--- src/rtl/led_blink_bank_pkg.sv ---
// Shared definitions for the LED blink bank: channel modes, field widths
// and the PWM gating helper. The optional brightness feature is enabled by
// defining LED_PWM_EN; this package is the same in both builds.
package led_blink_bank_pkg;

  localparam int MODE_W = 2;
  localparam int DUTY_W = 4;

  // Full-scale duty keeps the LED lit on every PWM slot.
  localparam logic [DUTY_W-1:0] DUTY_FULL = 4'hF;

  typedef enum logic [MODE_W-1:0] {
    MODE_OFF     = 2'b00,
    MODE_ON      = 2'b01,
    MODE_BLINK   = 2'b10,
    MODE_ONESHOT = 2'b11
  } led_mode_e;

  // Lit-phase gate: full duty is solid on, otherwise on while the PWM count
  // is below the duty value (duty 0 therefore never lights).
  function automatic logic pwm_gate(input logic [DUTY_W-1:0] duty,
                                    input logic [DUTY_W-1:0] cnt);
    return (duty == DUTY_FULL) || (cnt < duty);
  endfunction

endpackage

--- src/rtl/led_blink_bank_channel.sv ---
// One LED channel: holds its mode, period, tick counter and on/off phase.
// A load strobe from the bank commits a new configuration and always beats
// a coincident tick. With LED_PWM_EN defined the channel also keeps a duty
// value and gates its lit phase with the bank's shared PWM counter.
module led_blink_bank_channel
  import led_blink_bank_pkg::*;
#(
  parameter int PERIOD_W = 10
) (
  input  logic                CLK,
  input  logic                RST,
  input  logic                tick,
  input  logic                load,
  input  led_mode_e           cfg_mode,
  input  logic [PERIOD_W-1:0] cfg_period,
`ifdef LED_PWM_EN
  input  logic [DUTY_W-1:0]   cfg_duty,
  input  logic [DUTY_W-1:0]   pwm_cnt,
`endif
  output logic                led
);

  localparam logic [PERIOD_W-1:0] ONE = PERIOD_W'(1);

  led_mode_e           mode_reg;
  logic [PERIOD_W-1:0] period_reg;
  logic [PERIOD_W-1:0] count_reg;
  logic                phase_reg;
  logic [PERIOD_W-1:0] last_count;

  // A stored period of 0 behaves as 1, so the terminal count is 0 as well.
  assign last_count = (period_reg == '0) ? '0 : (period_reg - ONE);

  // Mode/phase state machine: commit, then tick-driven blink or one-shot.
  always_ff @(posedge CLK) begin
    if (RST) begin
      mode_reg   <= MODE_OFF;
      period_reg <= '0;
      count_reg  <= '0;
      phase_reg  <= 1'b0;
    end else if (load) begin
      mode_reg   <= cfg_mode;
      period_reg <= cfg_period;
      count_reg  <= '0;
      phase_reg  <= (cfg_mode != MODE_OFF);
    end else if (tick) begin
      case (mode_reg)
        MODE_BLINK: begin
          // Compare before incrementing so the counter never wraps.
          if (count_reg == last_count) begin
            count_reg <= '0;
            phase_reg <= ~phase_reg;
          end else begin
            count_reg <= count_reg + ONE;
          end
        end
        MODE_ONESHOT: begin
          // After the on-time expires the channel parks itself in OFF.
          if (count_reg == last_count) begin
            count_reg <= '0;
            phase_reg <= 1'b0;
            mode_reg  <= MODE_OFF;
          end else begin
            count_reg <= count_reg + ONE;
          end
        end
        default: begin
          // OFF and ON keep their counters idle.
        end
      endcase
    end
  end

`ifdef LED_PWM_EN
  logic [DUTY_W-1:0] duty_reg;

  // Brightness is captured with every commit and returns to full on reset.
  always_ff @(posedge CLK) begin
    if (RST) begin
      duty_reg <= DUTY_FULL;
    end else if (load) begin
      duty_reg <= cfg_duty;
    end
  end

  assign led = phase_reg && (mode_reg != MODE_OFF) && pwm_gate(duty_reg, pwm_cnt);
`else
  assign led = phase_reg && (mode_reg != MODE_OFF);
`endif

endmodule

--- src/rtl/led_blink_bank.sv ---
// Bank of independent LED channels sharing one base-tick prescaler.
// The host writes one channel configuration at a time over a valid/ready
// port; each accepted write is committed on the following cycle, during
// which the port reports not-ready. Defining LED_PWM_EN adds the CFG_DUTY
// port and a free-running 4-bit PWM counter for per-channel brightness.
module led_blink_bank
  import led_blink_bank_pkg::*;
#(
  parameter  int N_LEDS   = 4,
  parameter  int PRESCALE = 12000,
  parameter  int PERIOD_W = 10,
  localparam int CH_W     = (N_LEDS > 1) ? $clog2(N_LEDS) : 1
) (
  input  logic                CLK,
  input  logic                RST,
  input  logic                CFG_VALID,
  output logic                CFG_READY,
  input  logic [CH_W-1:0]     CFG_CH,
  input  logic [MODE_W-1:0]   CFG_MODE,
  input  logic [PERIOD_W-1:0] CFG_PERIOD,
`ifdef LED_PWM_EN
  input  logic [DUTY_W-1:0]   CFG_DUTY,
`endif
  output logic                TICK,
  output logic [N_LEDS-1:0]   LED
);

  localparam int PS_W = (PRESCALE > 1) ? $clog2(PRESCALE) : 1;
  localparam logic [PS_W-1:0] PS_ONE  = PS_W'(1);
  localparam logic [PS_W-1:0] PS_LAST = PS_W'(PRESCALE - 1);
  localparam logic [PS_W-1:0] PS_PRE  = PS_W'(PRESCALE - 2);

  logic [PS_W-1:0]     ps_cnt_reg;
  logic                tick_reg;
  logic                ready_reg;
  logic                commit_reg;
  logic [CH_W-1:0]     cfg_ch_reg;
  led_mode_e           cfg_mode_reg;
  logic [PERIOD_W-1:0] cfg_period_reg;
  logic                accept;

  assign accept    = CFG_VALID && ready_reg;
  assign CFG_READY = ready_reg;
  assign TICK      = tick_reg;

  // Prescaler: TICK is registered so it is high exactly while the count
  // sits at its terminal value.
  always_ff @(posedge CLK) begin
    if (RST) begin
      ps_cnt_reg <= '0;
      tick_reg   <= 1'b0;
    end else begin
      ps_cnt_reg <= (ps_cnt_reg == PS_LAST) ? '0 : (ps_cnt_reg + PS_ONE);
      tick_reg   <= (ps_cnt_reg == PS_PRE);
    end
  end

  // Handshake: capture the write, then spend one not-ready cycle committing.
  always_ff @(posedge CLK) begin
    if (RST) begin
      ready_reg      <= 1'b0;
      commit_reg     <= 1'b0;
      cfg_ch_reg     <= '0;
      cfg_mode_reg   <= MODE_OFF;
      cfg_period_reg <= '0;
    end else begin
      ready_reg  <= !accept;
      commit_reg <= accept;
      if (accept) begin
        cfg_ch_reg     <= CFG_CH;
        cfg_mode_reg   <= led_mode_e'(CFG_MODE);
        cfg_period_reg <= CFG_PERIOD;
      end
    end
  end

`ifdef LED_PWM_EN
  logic [DUTY_W-1:0] cfg_duty_reg;
  logic [DUTY_W-1:0] pwm_cnt_reg;

  // Duty travels with the rest of the captured write.
  always_ff @(posedge CLK) begin
    if (RST) begin
      cfg_duty_reg <= DUTY_FULL;
    end else if (accept) begin
      cfg_duty_reg <= CFG_DUTY;
    end
  end

  // Free-running PWM slot counter shared by all channels.
  always_ff @(posedge CLK) begin
    if (RST) begin
      pwm_cnt_reg <= '0;
    end else begin
      pwm_cnt_reg <= pwm_cnt_reg + DUTY_W'(1);
    end
  end
`endif

  // Channel decode: an out-of-range channel matches no slot, so the write
  // handshakes normally and is simply dropped.
  genvar gi;
  generate
    for (gi = 0; gi < N_LEDS; gi++) begin : g_ch
      logic load;
      assign load = commit_reg && (cfg_ch_reg == CH_W'(gi));

      led_blink_bank_channel #(
        .PERIOD_W (PERIOD_W)
      ) u_ch (
        .CLK        (CLK),
        .RST        (RST),
        .tick       (tick_reg),
        .load       (load),
        .cfg_mode   (cfg_mode_reg),
        .cfg_period (cfg_period_reg),
`ifdef LED_PWM_EN
        .cfg_duty   (cfg_duty_reg),
        .pwm_cnt    (pwm_cnt_reg),
`endif
        .led        (LED[gi])
      );
    end
  endgenerate

endmodule

--- config.mk ---
export PLATFORM = sky130hd
export DESIGN_NAME = led_blink_bank
export DESIGN_NICKNAME = d
export VERILOG_FILES = /design/src/rtl/led_blink_bank_pkg.sv /design/src/rtl/led_blink_bank_channel.sv /design/src/rtl/led_blink_bank.sv
export SDC_FILE = /design/constraint.sdc
export NUM_CORES = 1
export LEC_CHECK = 0
export CORE_MARGIN = 2
export CORE_UTILIZATION = 51
export DETAILED_ROUTE_END_ITERATION = 8
export GPL_TIMING_DRIVEN = 0
export PLACE_DENSITY = 0.65
export SLEW_MARGIN = 20
export SYNTH_ARGS = -nofsm -noshare
export SYNTH_HDL_FRONTEND = slang
export SYNTH_SLANG_ARGS = --single-unit
--- constraint.sdc ---
create_clock -name CLK -period 3.7 [get_ports CLK]
set_input_delay 0.74 -clock CLK [delete_from_list [all_inputs] [get_ports CLK]]
set_output_delay 0.74 -clock CLK [all_outputs]
set_load 0.005 [all_outputs]
# Word-level counts from Yosys, hierarchy flattened
# Cells that the tools add are included.
[op_classes]
add_sub_neg = 9
n_eq_ne = 25
muxes = 44
n_bitwise = 4
reduce_logical = 57
[op_table]
columns = ["operator", "n"]
rows = [
  ["10-bit two-way mux", 8],
  ["10-bit by 1-bit adder with 10-bit output (second input constant)", 4],
  ["10-bit == test", 4],
  ["10-bit zero test", 4],
  ["10-bit by 1-bit subtractor with 10-bit output (second input constant)", 4],
  ["2-bit nonzero test", 17],
  ["2-bit two-way mux", 16],
  ["14-bit == test (second input constant)", 2],
  ["3-bit by 2-bit inequality test with 1-bit output (second input constant)", 8],
  ["2-bit == test (second input constant)", 10],
  ["2-bit OR reduction", 9],
  ["1-bit two-way mux", 16],
  ["4-bit AND reduction", 4],
  ["14-bit by 1-bit adder with 14-bit output (second input constant)", 1],
  ["3-bit AND reduction", 4],
  ["3-bit nonzero test", 4],
  ["1-bit logical AND", 9],
  ["1-bit case mux with 2 select lines", 4],
  ["2-bit AND reduction", 4],
  ["1-bit inverter", 4],
  ["2-bit by 1-bit == test with 1-bit output (second input constant)", 1],
  ["2-bit zero test", 1],
  ["1-bit zero test", 1],
]
[totals]
register_bits = 123
inputBits = 17
out_inout_bits = 6
wordCells = 162

# Logic depth before layout (Yosys ltp)
[logic_depth]
ltp_word = 7
mapped_depth = 12
mapped_depth_nobuf = 10

# Cells and area by module
# Synthesis repeated with hierarchy kept, for this count alone.
[hier_totals]
cells_unflattened = 855
area_unflattened_um2 = 7333.3
[modules_own_cells]
columns = ["mod", "instances", "cells_per_inst", "area_each_um2", "seq_area_each_um2"]
rows = [
  ["led_blink_bank_channel", 4, 186, 1545.2, 460.4],
  ["led_blink_bank", 1, 111, 1152.4, 620.6],
]

# Worst setup path after synthesis
# No wires, ideal clock.
[synth_path]
path_type = "register to register"
from = "reg g_ch[2].u_ch.period_reg[0]"
to = "reg g_ch[2].u_ch.phase_reg"
setup_ns = 0.091
arrival_time_ns = 3.111
t_required_ns = 3.609
slack_ns = 0.498
path_stages_with_launch = 13
n_path_buf = 2
synth_period_minus_slack_ns = 3.202
path_cell_list = "dfxtp_1 > inv_1 > ha_1 > or3b_1 > clkbuf_1 > nor3_1 > o311ai_0 > a211oi_1 > o211ai_1 > or4_1 > buf_2 > or4_1 > a311oi_1"
[synth_between]
elab_chain_cells = 5
word_cells_on_any_way = 7
cone_classes = "add/sub (1); eq/ne (3); mux (1); reduce/logical (2)"
[synth_rtl]
columns = ["item", "line_no", "source"]
rows = [
  ["start, declared", "led_blink_bank_channel.sv:26", "logic [PERIOD_W-1:0] period_reg;"],
  ["start signal, assigned", "led_blink_bank_channel.sv:43", "period_reg <= cfg_period;"],
  ["10-bit by 1-bit subtractor with 10-bit output or 10-bit zero test (tied branches)", "led_blink_bank_channel.sv:32", "assign last_count = (period_reg == '0) ? '0 : (period_reg - ONE);"],
  ["10-bit two-way mux (*)", "led_blink_bank_channel.sv:32", ""],
  ["10-bit == test (*)", "led_blink_bank_channel.sv:50, led_blink_bank_channel.sv:59", ""],
  ["3-bit by 2-bit inequality test with 1-bit output (no line)", "n/a", ""],
  ["4-bit AND reduction (no line) (*)", "n/a", ""],
  ["end signal, assigned", "led_blink_bank_channel.sv:45", "phase_reg <= (cfg_mode != MODE_OFF);"],
  ["end signal, assigned", "led_blink_bank_channel.sv:52", "phase_reg <= ~phase_reg;"],
  ["end, declared", "led_blink_bank_channel.sv:28", "logic phase_reg;"],
]
# Every way passes the cells marked *; elsewhere a longest branch is shown, timed or not.
# A chain may end at the register's enable or synchronous reset.

# Final worst setup path
# Ends and elaborated chain as after synthesis.

==> metrics.cfg <==
[floorplan]
coreArea_mm2 = 0.0125
initial_core_util_pct = 51.6
row_count = 41
ios = 23
die_area_mm2 = 0.0135
die_w_um = 116
die_h_um = 116

[synth]
ys_async_sr_fraction_pct = 0
ys.flop_type = dfxtp_1
ys_seq_elements = 123
synthesis.nets = 844
synth_edf_count = 0
ys_seq_area_share_pct = 38.3
ys_warn_count = 0
postSynthCellCount = 817
synth.avg_cell_area_um2 = 7.87
synth.distinct_cells = 63
synth_area_mm2 = 0.00643

[global_route]
grt_pass1_wl_um = 25400
grtUsageTotal_pct = 23.8
grt-busiest-layer = met2
overflow = 0
first_global_vias = 5498
antenna_found_initial = 0
use_met3_pct = 5.19
grt_max_degree = 17
met2_usage_pct = 38.6
use_met1_pct = 31.1

[timing]
worstMarginPinSlew_ns = 0.924
min_period_ns = 3.39
hold_viol_final = 0
relSlewSlack_pct = 37.9
setup_viol = 0
max_freq_ghz = 0.295
drv_slew = 0
setup_tns_ns = 0
rsz0062_at_grt = no
whs_ns = 0.488
finClkSkew_ns = 0.00750
setup_ws_ns = 0.314
post-route-period-util_pct = 91.5

[cts]
h-tree-depth = 4
cts_buffer_depth = 2
cts-root-buf = clkbuf_16
insertion_delay_ns = 0.42
path_clk_slew_ns = 0.06
cts.sinks = 123
cts_tree = yes
numCtsBuffers = 17

[setup_path]
cpPeakStageDelay_ns = 0.59
crit_fanout = 6
critPathBufInv = 1
required_ns = 4.02
cp_num_cells = 9
critical_path_class = reg -> reg
slowest_stage = or4_4
cp_top_family = simple AND/OR/NAND/NOR gates
path_cells = or4_4 > or4_4 > a21o_1 > o311ai_1 > o211ai_1 > or4_1 > buf_2 > or4_1 > a311oi_1
arrival_ns = 3.71
cp-start-kind = flip-flop
reg2regPathDepth = 9
worstSetupEndpointType = flip-flop

[power_and_ir_drop]
p_leak_nw = 2.76
power_per_cell_area_mw_per_mm2 = 417
p_total_w = 0.00311
peakVddDrop_v = 0.000269

[flow_run]
max-cap-violations = 0

[route]
wirelength_um = 15500
wl_per_cell_um = 14.9
drt_pre_antenna_iters = 5
drc = 0
drtIter0Drc = 527
avgViaCountPerCell = 5.66
vias = 5893
antenna_left = 0

[hold_path]
hold_path_class = reg -> reg
holdPathStages = 2

[cells_and_area]
drive_above_1_share_pct = 5.64
nFillCells = 1163
seq_area_mm2 = 0.00246
final_nets = 883
final_common_cell = nand2_1
layout_common_cells = 142 x nand2_1, 123 x dfxtp_1, 90 x nor2_1
multiInputGateArea_mm2 = 0.00372
antenna_cells = 0
area_growth_pct = 15.9

[place]
dp_slack_ns = 0.0924
gp_congestion = 0.892
dp_hpwl_um = 11200
port_buffers = 21

[status]
status = completed

[cell usage after synthesis (4+ instances only)]
library cell    n  share of area [%]
or4_1           5               0.58
a21boi_0        5               0.58
and3_1         17                1.7
ha_1           10                1.9
o31ai_1         5               0.58
nor2_1         90                5.3
or3_1           5               0.49
buf_4           4               0.47
xnor2_1        42                5.7
a22o_1         14                1.9
a31oi_1         4               0.39
o2111ai_1       4               0.54
nand2_1       142                8.3
nand3b_1        7               0.82
o211ai_1        7               0.82
mux2i_1         9                1.4
o21ai_0        11               0.86
a21oi_1        68                5.3
dfxtp_1       123                 38
nor4_1         10               0.97
inv_1          20                1.2
o21a_1          4               0.47
nor3_1         22                1.7
nand4_1        16                1.6
xor2_1         41                5.6
clkbuf_1       36                2.1
nor3b_1         6               0.70
nand3_1        27                2.1
a211oi_1        6               0.70
[power by group]
group          internal [W]  switching, W  total [W]
clock               0.00104      0.000597    0.00164
combinational     0.0000460     0.0000692   0.000115
sequential          0.00134     0.0000204    0.00136
total               0.00242      0.000686    0.00311
[worst min-delay path, stage by stage (launching register included)]
cell     delay [ns]
dfxtp_1        0.33
nand2_1        0.06
a21oi_1        0.05
[stage by stage]
step / cell area (um^2) / utilization [%] / instances
floorplan: 6430 / - / 817
global placement: 6860 / 55.0 / 1010
detailed placement: 6860 / 55.0 / 1010
CTS: 7440 / 59.7 / 1042
global route: 7450 / 59.8 / 1041
finish: 7450 / 59.8 / 1041
[what timing repair did]
action / 4_1_cts / 5_1_grt
endpoints found under the setup margin: 0 / 10
buffers inserted: 0 / 0
hold buffers: 0 / 0
gates resized for setup: 0 / 3
[final cells by class]
| type | count | share of cell area, % |
|---|---|---|
| flip-flops and latches | 123 | 33.0 |
| repair buffers | 21 | 2.82 |
| multi-input cells | 630 | 49.9 |
| well taps | 172 | 2.89 |
| inverters | 20 | 1.01 |
| plain buffers | 43 | 2.38 |
| clock inverters | 11 | 1.60 |
| clock buffers | 21 | 6.31 |
[layer usage]
layer / wire length, um / up-vias
li1: - / 2926
met1: 7340 / 2814
met2: 7250 / 131
met3: 734 / 22
met4: 218 / 0
met5: 0 / -
[worst paths after layout]
| kind | to | slack (ns) | from |
|---|---|---|---|
| worst max-delay path | g_ch[2].u_ch.phase_reg | 0.31 | g_ch[2].u_ch.period_reg[0] |
| worst min-delay path | g_ch[0].u_ch.period_reg[1] | 0.49 | g_ch[0].u_ch.period_reg[1] |
| worst max register to register | g_ch[2].u_ch.phase_reg | 0.31 | g_ch[2].u_ch.period_reg[0] |
| worst min register to register | g_ch[0].u_ch.period_reg[1] | 0.49 | g_ch[0].u_ch.period_reg[1] |
[logic make-up (layout without fill, tap and decap cells)]
| logic type | count (synthesis) | after routing | share of synthesized area (%) |
|---|---|---|---|
| AOI/OAI and AO/OA | 154 | 154 | 15.6 |
| xor gates and xnor gates | 83 | 83 | 11.3 |
| adders and majority gates | 10 | 10 | 1.95 |
| buffers and inverters | 64 | 116 | 3.99 |
| DFF | 123 | 123 | 38.3 |
| muxes | 10 | 10 | 1.58 |
| and+or+nand+nor | 373 | 373 | 27.3 |
(Power assumes the default switching activity.)
